[src/rtl/ivalu_pkg.sv]
// Shared encodings for the integer vector ALU: unit select, per-unit op codes
// and element-width codes.
package ivalu_pkg;

  localparam int OP_W = 7;
  localparam int EW_W = 2;

  typedef enum logic [1:0] {
    UNIT_ADD    = 2'b00,
    UNIT_CMP    = 2'b01,
    UNIT_MINMAX = 2'b10,
    UNIT_SHIFT  = 2'b11
  } unit_e;

  typedef enum logic [2:0] {
    ADD_WRAP  = 3'b000,
    SUB_WRAP  = 3'b001,
    ADD_SAT_S = 3'b010,
    ADD_SAT_U = 3'b011,
    SUB_SAT_S = 3'b100,
    SUB_SAT_U = 3'b101,
    AVG_U     = 3'b110,
    ADD_ZERO  = 3'b111
  } add_op_e;

  typedef enum logic [1:0] {
    CMP_EQ   = 2'b00,
    CMP_LT_S = 2'b01,
    CMP_LT_U = 2'b10,
    CMP_ZERO = 2'b11
  } cmp_op_e;

  typedef enum logic [1:0] {
    MM_MIN_S = 2'b00,
    MM_MAX_S = 2'b01,
    MM_MIN_U = 2'b10,
    MM_MAX_U = 2'b11
  } mm_op_e;

  typedef enum logic [1:0] {
    SH_SLL  = 2'b00,
    SH_SRL  = 2'b01,
    SH_SRA  = 2'b10,
    SH_ZERO = 2'b11
  } sh_op_e;

  typedef enum logic [1:0] {
    EW_8      = 2'b00,
    EW_16     = 2'b01,
    EW_32     = 2'b10,
    EW_32_ALT = 2'b11
  } ew_e;

endpackage

[src/rtl/ivalu_lanes.sv]
// Combinational SIMD lane arithmetic: every lane width is computed in parallel
// and the element width picks which packing drives the result.
module ivalu_lanes
  import ivalu_pkg::*;
#(
  parameter int XLEN = 32
) (
  input  logic [XLEN-1:0] a,
  input  logic [XLEN-1:0] b,
  input  logic [OP_W-1:0] op,
  input  logic [EW_W-1:0] ew,
  output logic [XLEN-1:0] result
);

  localparam int N8  = XLEN / 8;
  localparam int N16 = XLEN / 16;
  localparam int N32 = XLEN / 32;

  // One lane, evaluated in 34 bits so sums, differences and the average never
  // overflow before saturation or truncation back to lane width.
  function automatic logic [31:0] lane_fn(input logic [31:0] la, input logic [31:0] lb,
                                          input logic [OP_W-1:0] lop, input ew_e lew);
    logic [31:0] mask;
    logic [4:0]  sh;
    logic        a_neg, b_neg;
    logic [33:0] ua, ub, sa, sb, smax, smin;
    logic [33:0] sum_u, dif_u, sum_s, dif_s, sra_v, r;
    logic        eq, lt_s, lt_u;
    case (lew)
      EW_8: begin
        mask = 32'h0000_00FF; sh = {2'b00, lb[2:0]}; a_neg = la[7];  b_neg = lb[7];
      end
      EW_16: begin
        mask = 32'h0000_FFFF; sh = {1'b0, lb[3:0]};  a_neg = la[15]; b_neg = lb[15];
      end
      default: begin
        mask = 32'hFFFF_FFFF; sh = lb[4:0];          a_neg = la[31]; b_neg = lb[31];
      end
    endcase
    ua    = {2'b00, la & mask};
    ub    = {2'b00, lb & mask};
    sa    = a_neg ? (ua | ~{2'b00, mask}) : ua;
    sb    = b_neg ? (ub | ~{2'b00, mask}) : ub;
    smax  = {3'b000, mask[31:1]};
    smin  = ~smax;
    sum_u = ua + ub;
    dif_u = ua - ub;
    sum_s = sa + sb;
    dif_s = sa - sb;
    eq    = (ua == ub);
    lt_s  = $signed(sa) < $signed(sb);
    lt_u  = ua < ub;
    sra_v = $unsigned($signed(sa) >>> sh);
    r     = '0;
    case (unit_e'(lop[5:4]))
      UNIT_ADD: begin
        case (add_op_e'(lop[2:0]))
          ADD_WRAP:  r = sum_u;
          SUB_WRAP:  r = dif_u;
          ADD_SAT_S: r = ($signed(sum_s) > $signed(smax)) ? smax :
                         ($signed(sum_s) < $signed(smin)) ? smin : sum_s;
          ADD_SAT_U: r = (sum_u > {2'b00, mask}) ? {2'b00, mask} : sum_u;
          SUB_SAT_S: r = ($signed(dif_s) > $signed(smax)) ? smax :
                         ($signed(dif_s) < $signed(smin)) ? smin : dif_s;
          SUB_SAT_U: r = dif_u[33] ? '0 : dif_u;
          AVG_U:     r = (sum_u + 34'd1) >> 1;
          default:   r = '0;
        endcase
      end
      UNIT_CMP: begin
        case (cmp_op_e'(lop[1:0]))
          CMP_EQ:   r = eq   ? '1 : '0;
          CMP_LT_S: r = lt_s ? '1 : '0;
          CMP_LT_U: r = lt_u ? '1 : '0;
          default:  r = '0;
        endcase
      end
      UNIT_MINMAX: begin
        case (mm_op_e'(lop[1:0]))
          MM_MIN_S: r = lt_s ? sa : sb;
          MM_MAX_S: r = lt_s ? sb : sa;
          MM_MIN_U: r = lt_u ? ua : ub;
          default:  r = lt_u ? ub : ua;
        endcase
      end
      default: begin
        case (sh_op_e'(lop[1:0]))
          SH_SLL:  r = ua << sh;
          SH_SRL:  r = ua >> sh;
          SH_SRA:  r = sra_v;
          default: r = '0;
        endcase
      end
    endcase
    return r[31:0] & mask;
  endfunction

  logic [XLEN-1:0] res8, res16, res32;

  generate
    for (genvar gi = 0; gi < N8; gi++) begin : g_lane8
      logic [31:0] lane_full;
      logic        unused_hi;
      assign lane_full = lane_fn({24'd0, a[gi*8 +: 8]}, {24'd0, b[gi*8 +: 8]}, op, EW_8);
      assign res8[gi*8 +: 8] = lane_full[7:0];
      assign unused_hi = ^lane_full[31:8];
    end
    for (genvar gi = 0; gi < N16; gi++) begin : g_lane16
      logic [31:0] lane_full;
      logic        unused_hi;
      assign lane_full = lane_fn({16'd0, a[gi*16 +: 16]}, {16'd0, b[gi*16 +: 16]}, op, EW_16);
      assign res16[gi*16 +: 16] = lane_full[15:0];
      assign unused_hi = ^lane_full[31:16];
    end
    for (genvar gi = 0; gi < N32; gi++) begin : g_lane32
      assign res32[gi*32 +: 32] = lane_fn(a[gi*32 +: 32], b[gi*32 +: 32], op, EW_32);
    end
  endgenerate

  always_comb begin
    case (ew_e'(ew))
      EW_8:    result = res8;
      EW_16:   result = res16;
      default: result = res32;
    endcase
  end

endmodule

[src/rtl/ivalu_pipelined.sv]
// Pipelined integer vector ALU: lane arithmetic feeds STAGES register stages
// under one global stall; flush kills every valid bit, including the output.
module ivalu_pipelined
  import ivalu_pkg::*;
#(
  parameter int XLEN   = 32,
  parameter int STAGES = 2,
  parameter int ROB_W  = 5,
  parameter int DEST_W = 6
) (
  input  logic              core_clock_i,
  input  logic              core_reset_ni,
  input  logic              flush_i,
  input  logic              valid_i,
  output logic              ready_o,
  input  logic [XLEN-1:0]   a_i,
  input  logic [XLEN-1:0]   b_i,
  input  logic [OP_W-1:0]   op_i,
  input  logic [EW_W-1:0]   ew_i,
  input  logic [ROB_W-1:0]  rob_i,
  input  logic [DEST_W-1:0] dest_i,
  output logic              valid_o,
  input  logic              ready_i,
  output logic              wb_valid_o,
  output logic [XLEN-1:0]   result_o,
  output logic [ROB_W-1:0]  rob_o,
  output logic [DEST_W-1:0] dest_o
);

  logic              advance;
  logic              accept;
  logic [XLEN-1:0]   lane_result;
  logic [STAGES-1:0] valid_reg;
  logic [XLEN-1:0]   result_reg [STAGES];
  logic [ROB_W-1:0]  rob_reg    [STAGES];
  logic [DEST_W-1:0] dest_reg   [STAGES];

  ivalu_lanes #(.XLEN(XLEN)) u_lanes (
    .a      (a_i),
    .b      (b_i),
    .op     (op_i),
    .ew     (ew_i),
    .result (lane_result)
  );

  // A full pipe can still move when the head is being consumed this edge.
  assign advance = !valid_o | ready_i;
  assign ready_o = advance;
  assign accept  = valid_i & advance & !flush_i;

  always_ff @(posedge core_clock_i or negedge core_reset_ni) begin
    if (!core_reset_ni) begin
      valid_reg <= '0;
      for (int k = 0; k < STAGES; k++) begin
        result_reg[k] <= '0;
        rob_reg[k]    <= '0;
        dest_reg[k]   <= '0;
      end
    end else begin
      if (flush_i) begin
        valid_reg <= '0;
      end else if (advance) begin
        valid_reg[0] <= accept;
        for (int k = 1; k < STAGES; k++) valid_reg[k] <= valid_reg[k-1];
      end
      if (advance) begin
        result_reg[0] <= lane_result;
        rob_reg[0]    <= rob_i;
        dest_reg[0]   <= dest_i;
        for (int k = 1; k < STAGES; k++) begin
          result_reg[k] <= result_reg[k-1];
          rob_reg[k]    <= rob_reg[k-1];
          dest_reg[k]   <= dest_reg[k-1];
        end
      end
    end
  end

  assign valid_o    = valid_reg[STAGES-1];
  assign result_o   = result_reg[STAGES-1];
  assign rob_o      = rob_reg[STAGES-1];
  assign dest_o     = dest_reg[STAGES-1];
  assign wb_valid_o = valid_o & (dest_o != '0);

endmodule

[config.mk]
export PLATFORM = sky130hd
export DESIGN_NAME = ivalu_pipelined
export DESIGN_NICKNAME = d
export VERILOG_FILES = /design/src/rtl/ivalu_pkg.sv /design/src/rtl/ivalu_lanes.sv /design/src/rtl/ivalu_pipelined.sv
export SDC_FILE = /design/constraint.sdc
export NUM_CORES = 2
export LEC_CHECK = 0
export CORE_MARGIN = 2
export CORE_UTILIZATION = 35
export DETAILED_ROUTE_END_ITERATION = 6
export SETUP_SLACK_MARGIN = 0.4
export SLEW_MARGIN = 20
export SYNTH_ARGS = -nofsm -noshare
export SYNTH_HDL_FRONTEND = slang
export SYNTH_SLANG_ARGS = --single-unit
export TNS_END_PERCENT = 30
[constraint.sdc]
create_clock -name core_clock_i -period 2.86 [get_ports core_clock_i]
set_clock_uncertainty 0.2 [all_clocks]
set_input_delay 0.572 -clock core_clock_i [delete_from_list [all_inputs] [get_ports core_clock_i]]
set_output_delay 0.572 -clock core_clock_i [all_outputs]
set_load 0.02 [all_outputs]
# Word-level counts from Yosys, hierarchy flattened
# Cells that the tools add are included.
dict set report totals {
  reg_bits 88
  latch_bits 0
  ram_bits 0
  rom_bits 0
  input_bits 89
  output_inout_bits 46
  n_memories 0
}
dict set report classes {
  add_sub_neg 35
  multipliers 0
  n_div 0
  magnitude_cmp 49
  n_eq_ne 18
  n_shift 21
  n_mux 143
  bitwise 4
  n_reduce_logical 8
}
# cell n
set ops {}
lappend ops {{34-bit two-way mux} 14}
lappend ops {{16-bit two-way mux} 26}
lappend ops {{32-bit two-way mux} 13}
lappend ops {{8-bit two-way mux} 52}
lappend ops {{16-bit case mux with 3 select lines} 8}
lappend ops {{32-bit case mux with 3 select lines} 4}
lappend ops {{8-bit case mux with 3 select lines} 16}
lappend ops {{34-bit by 8-bit > comparator with 1-bit output (second input constant)} 8}
lappend ops {{34-bit by 8-bit < comparator with 1-bit output (second input constant)} 8}
lappend ops {{34-bit adder} 7}
lappend ops {{34-bit < comparator} 7}
lappend ops {{34-bit subtractor} 7}
lappend ops {{16-bit case mux with 7 select lines} 2}
lappend ops {{32-bit case mux with 7 select lines} 1}
lappend ops {{8-bit case mux with 7 select lines} 4}
lappend ops {{34-bit by 16-bit > comparator with 1-bit output (second input constant)} 4}
lappend ops {{34-bit by 16-bit < comparator with 1-bit output (second input constant)} 4}
lappend ops {{34-bit by 3-bit >>> shifter with 8-bit output} 4}
lappend ops {{34-bit by 32-bit > comparator with 1-bit output (second input constant)} 2}
lappend ops {{34-bit by 32-bit < comparator with 1-bit output (second input constant)} 2}
lappend ops {{34-bit by 4-bit >>> shifter with 16-bit output} 2}
lappend ops {{32-bit case mux with 2 select lines} 1}
lappend ops {{8-bit by 8-bit adder with 9-bit output} 4}
lappend ops {{9-bit by 1-bit adder with 9-bit output (second input constant)} 4}
lappend ops {{other kinds (36)} 74}

# Depth between registers and ports, before layout
dict set report depth {
  ltp_word 8
  mapped_depth 26
  ltp_nobuf 24
}

# Hierarchy
# Synthesis repeated with hierarchy kept, for this count alone.
dict set report unflattened {
  cells_unflattened 4441
  hier_area_um2 30654.4
}
# module n_inst cells_per_inst area_each_um2 seq_area_each_um2
set modules_own_cells {}
lappend modules_own_cells {ivalu_lanes 1 4207 27020.9 0.0}
lappend modules_own_cells {ivalu_pipelined 1 234 3633.5 2202.1}

# Least setup slack after synthesis
# No wires, ideal clock.
dict set report synth_path {
  kind {input -> register}
  start {in b_i[2]}
  end {reg result_reg[35] in the netlist's numbering}
  setup_ps 121
  arrival_ps 6454
  t_required_ps 2539
  slack_ps -3915
  stages 23
  n_path_buf 3
  cell_sequence {inv_1 clkbuf_1 clkbuf_1 clkbuf_1 ha_1 nor2b_1 a2111o_1 a2111oi_4 o211ai_2 and2_1 fa_1 nor3_2 nand3b_4 nor4_4 nand2_1 nor2_1 ha_1 nor3_1 or3_1 a31oi_4 a31oi_1 o41a_1 o22a_1}
}
dict set report synth_between {
  elab_chain_len 8
}
# item line_no
set synth_rtl {}
lappend synth_rtl {{start, declared} ivalu_pipelined.sv:17} ;# input logic [XLEN-1:0] b_i,
lappend synth_rtl {{34-bit two-way mux} ivalu_lanes.sv:43} ;# sb = b_neg ? (ub | ~{2'b00, mask}) : ub;
lappend synth_rtl {{34-bit subtractor or 34-bit adder (tied branches)} {ivalu_lanes.sv:49, ivalu_lanes.sv:48}}
lappend synth_rtl {{34-bit by 32-bit < comparator with 1-bit output, or another cell as far along} ivalu_lanes.sv:64} ;# ($signed(dif_s) < $signed(smin)) ? smin : dif_s;
lappend synth_rtl {{32-bit two-way mux, or another cell as far along} ivalu_lanes.sv:64}
lappend synth_rtl {{32-bit two-way mux, or another cell as far along} ivalu_lanes.sv:63} ;# SUB_SAT_S: r = ($signed(dif_s) > $signed(smax)) ? smax :
lappend synth_rtl {{32-bit case mux with 7 select lines, or another cell as far along} ivalu_lanes.sv:57} ;# case (add_op_e'(lop[2:0]))
lappend synth_rtl {{32-bit case mux with 3 select lines, or another cell as far along} ivalu_lanes.sv:55} ;# case (unit_e'(lop[5:4]))
lappend synth_rtl {{32-bit case mux with 2 select lines (*)} ivalu_lanes.sv:121} ;# case (ew_e'(ew))
lappend synth_rtl {{end signal, assigned by index} ivalu_pipelined.sv:71} ;# result_reg[k] <= result_reg[k-1];
lappend synth_rtl {{end, declared} ivalu_pipelined.sv:34} ;# logic [XLEN-1:0] result_reg [STAGES];
# Every way passes the cells marked *; elsewhere a longest branch is shown, timed or not.
# A chain may end at the register's enable or synchronous reset.

# Worst setup path after layout
dict set report layout_path {
  start {in b_i[17]}
  end {reg result_reg[51] in the netlist's numbering}
}
# The elaborated chain is that of the path after synthesis.

==> flow_summary.ini <==
[status]
status = finished with violations
violations = design-rule violations, negative setup slack

[hold_path]
hold_start = rob_o[2]
holdPathEnd = rob_o[2]
min_path_cells = 2
hold_class = flop to flop

[placed_design]
pre_cts_ws_ps = -3826
post-dp-hpwl_um = 175600
gp_congestion = 1.158
numPortBuffers = 132

[sta]
min_period_ps = 5416
setup_viol = 32
worstMarginPinSlew_ps = 1179
slew_headroom_pct = 21.08
rsz0062_at_grt = true
hold_viol_final = 0
drv_slew = 0
fmax_ghz = 0.1846
period_share_pct = 189.4
final.setup.worst_slack_ps = -2556

[clock_tree]
clock_path_buffers = 2
clk_latency_ps = 390
htree_levels = 3
clk_pin_slew_ps = 70
clock_sinks = 88
cts_buffers = 9
tritoncts = yes
cts_root_buf = clkbuf_16

[final_layout]
areaGrowthSynthToFinish_pct = 56.97
nets = 6342
layout_commonest_cell = buf_4
final_cell_mix = buf_4, nand2_1, nor2_1
drive_gt1_share_pct = 39.32

[synth]
synth.distinct_cells = 121
syn-num-nets = 4835
ys_async_sr_fraction_pct = 100.0
syn_area_mm2 = 0.03093
ys_ff_latch = 88
yosys_warnings = 0
synthCells = 4516
synth_ff_type = dfrtp_1
seq_area_frac_synth_pct = 7.120
synth_area_per_cell_um2 = 6.848
synth_edf_count = 0

[detailed_routing]
drt_pass1_iterations = 7
wl_per_cell_um = 29.96
ant_nets = 0
via_count = 45262
totalWireLength_um = 215600
drt_iter0_drc = 6808
viasPerCell = 6.290
drc = 7

[die]
boundaryPins = 135
rows = 109
dieArea_mm2 = 0.09076
die_y_um = 301.3
start_util_pct = 35.16
core_mm2 = 0.08797
die_x_um = 301.3

[critical_path]
timing.rr.start = valid_reg[1]
timing.rr.end = result_reg[35]
worstPathArrival_ps = 5470
critPathCaptureType = flop
path_max_fanout = 15
r2r_slack_ps = 700
start_kind = input port
reg2regPathDepth = 7
cp.required_ps = 2910
path_class = input port to flop

[global_route]
grt_pass1_wl_um = 301600
grt_pass1_vias = 41966
grt_usage_pct = 45.67
grt_start_max_net_pins = 75
antenna_found_initial = 10
grt.overflow.total = 0

[power_and_ir_drop]
powerDensity_mw_per_mm2 = 329.4
p_leak_nw = 20.93
p_total_mw = 15.99
ir_worst_vdd_v = 0.0003974

[run]
cap_violations = 0
## Yosys cell counts (21+ instances only)
cell	instances	share of area (%)
and2_1	32	0.65
a21oi_1	430	7.0
xnor2_1	100	2.8
inv_1	156	1.9
ha_1	86	3.5
o31ai_1	44	1.1
buf_1	44	0.53
or3_1	36	0.73
a21o_1	39	0.95
a22oi_1	36	0.87
nand2_1	536	6.5
nand4_1	47	0.95
fa_1	144	9.3
o21bai_1	21	0.51
nor2_1	498	6.0
nand2b_1	32	0.65
nor4_1	54	1.1
nor2b_1	47	0.95
nor3_1	100	1.6
o211ai_1	95	2.3
o221ai_1	57	1.6
o22ai_1	56	1.1
o21ai_0	375	6.1
a211oi_1	78	1.9
a221oi_1	43	1.2
nand3_1	105	1.7
a31oi_1	74	1.5
buf_2	47	0.76
xor2_1	24	0.68
buf_4	52	1.3
mux4_2	49	3.6
mux2i_1	125	4.0
o21a_1	37	0.90
clkbuf_1	262	3.2
dfrtp_1	88	7.1
o21ai_1	27	0.44
## layer usage
metal / up-vias / routed length, um / track usage, %
li1: 19659 / - / -
met1: 21894 / 88900 / 63.63
met2: 3152 / 87830 / 65.59
met3: 553 / 26690 / 10.97
met4: 4 / 12150 / 22.01
met5: - / 27 / 0
## cell families after synthesis
kind of cell	share of synthesized area [%]
mux	8.350
xor+xnor	3.564
simple gates	24.95
compound gates	35.25
flops	7.120
buf+inv	7.962
fa+ha+maj	12.80
## worst max path at each step
stage | endpoint | depth (start not counted) | from
3_5_place_dp | result_reg[54] | 23 | a_i[1]
6_report | result_reg[51] | 24 | b_i[17]
5_1_grt | result_reg[51] | 24 | a_i[20]
4_1_cts | result_reg[54] | 23 | b_i[1]
3_3_place_gp | result_reg[54] | 23 | a_i[1]
2_1_floorplan | result_reg[37] | 22 | b_i[7]
## worst max-delay path, stage by stage
cell and delay, ps:
buf_6 100, clkinvlp_4 200, buf_4 290, fa_2 470, nand3_2 110, nand2_1 70, a21o_1 220, inv_2 80
fa_2 230, inv_2 50, fa_1 490, nor4_2 310, nand3_1 150, nor4_4 360, buf_4 180, o311ai_1 80
nand3_1 230, o22ai_2 120, buf_4 160, a2111o_1 330, a221oi_2 230, o21ai_1 120, a221oi_2 220, a21oi_1 100
## power breakdown
| group | leakage [nW] | switching (mW) | internal [mW] |
|---|---|---|---|
| combinational | 19.7 | 7.41 | 5.64 |
| clock | 0.145 | 0.599 | 0.705 |
| sequential | 1.09 | 0.190 | 1.45 |
## layout make-up
| type | count | area [um^2] |
|---|---|---|
| clock inverters | 6 | 67.56 |
| diodes | 3 | 7.507 |
| flip-flops and latches | 88 | 2202 |
| fillers | 8701 | 39420 |
| clock buffers | 10 | 239.0 |
| inverters | 174 | 709.4 |
| multi-input cells | 3846 | 28650 |
| well taps | 1165 | 1458 |
| repair buffers | 1904 | 15210 |
## per-stage QoR
stage	instances	TNS [ps]	util [%]	instance area, um^2	hold WS (ps)
global placement	7089	-114100	51.35	45170	248.0
CTS	7157	-79890	53.87	47380	269.0
finish	7196	-77310	55.19	48550	262.0
floorplan	4516	-83050	-	31200	76.41
global route	7195	-82790	55.18	48540	279.3
detailed placement	7089	-113770	51.35	45170	254.8
## repair_timing
action	4_1_cts	5_1_grt
endpoints found under the setup margin	34	34
hold buffers	1	0
setup buffers	51	36
pin swaps	135	128
resized for setup	423	235
hold endpoints to repair	33	0
(Power assumes the default switching activity.)
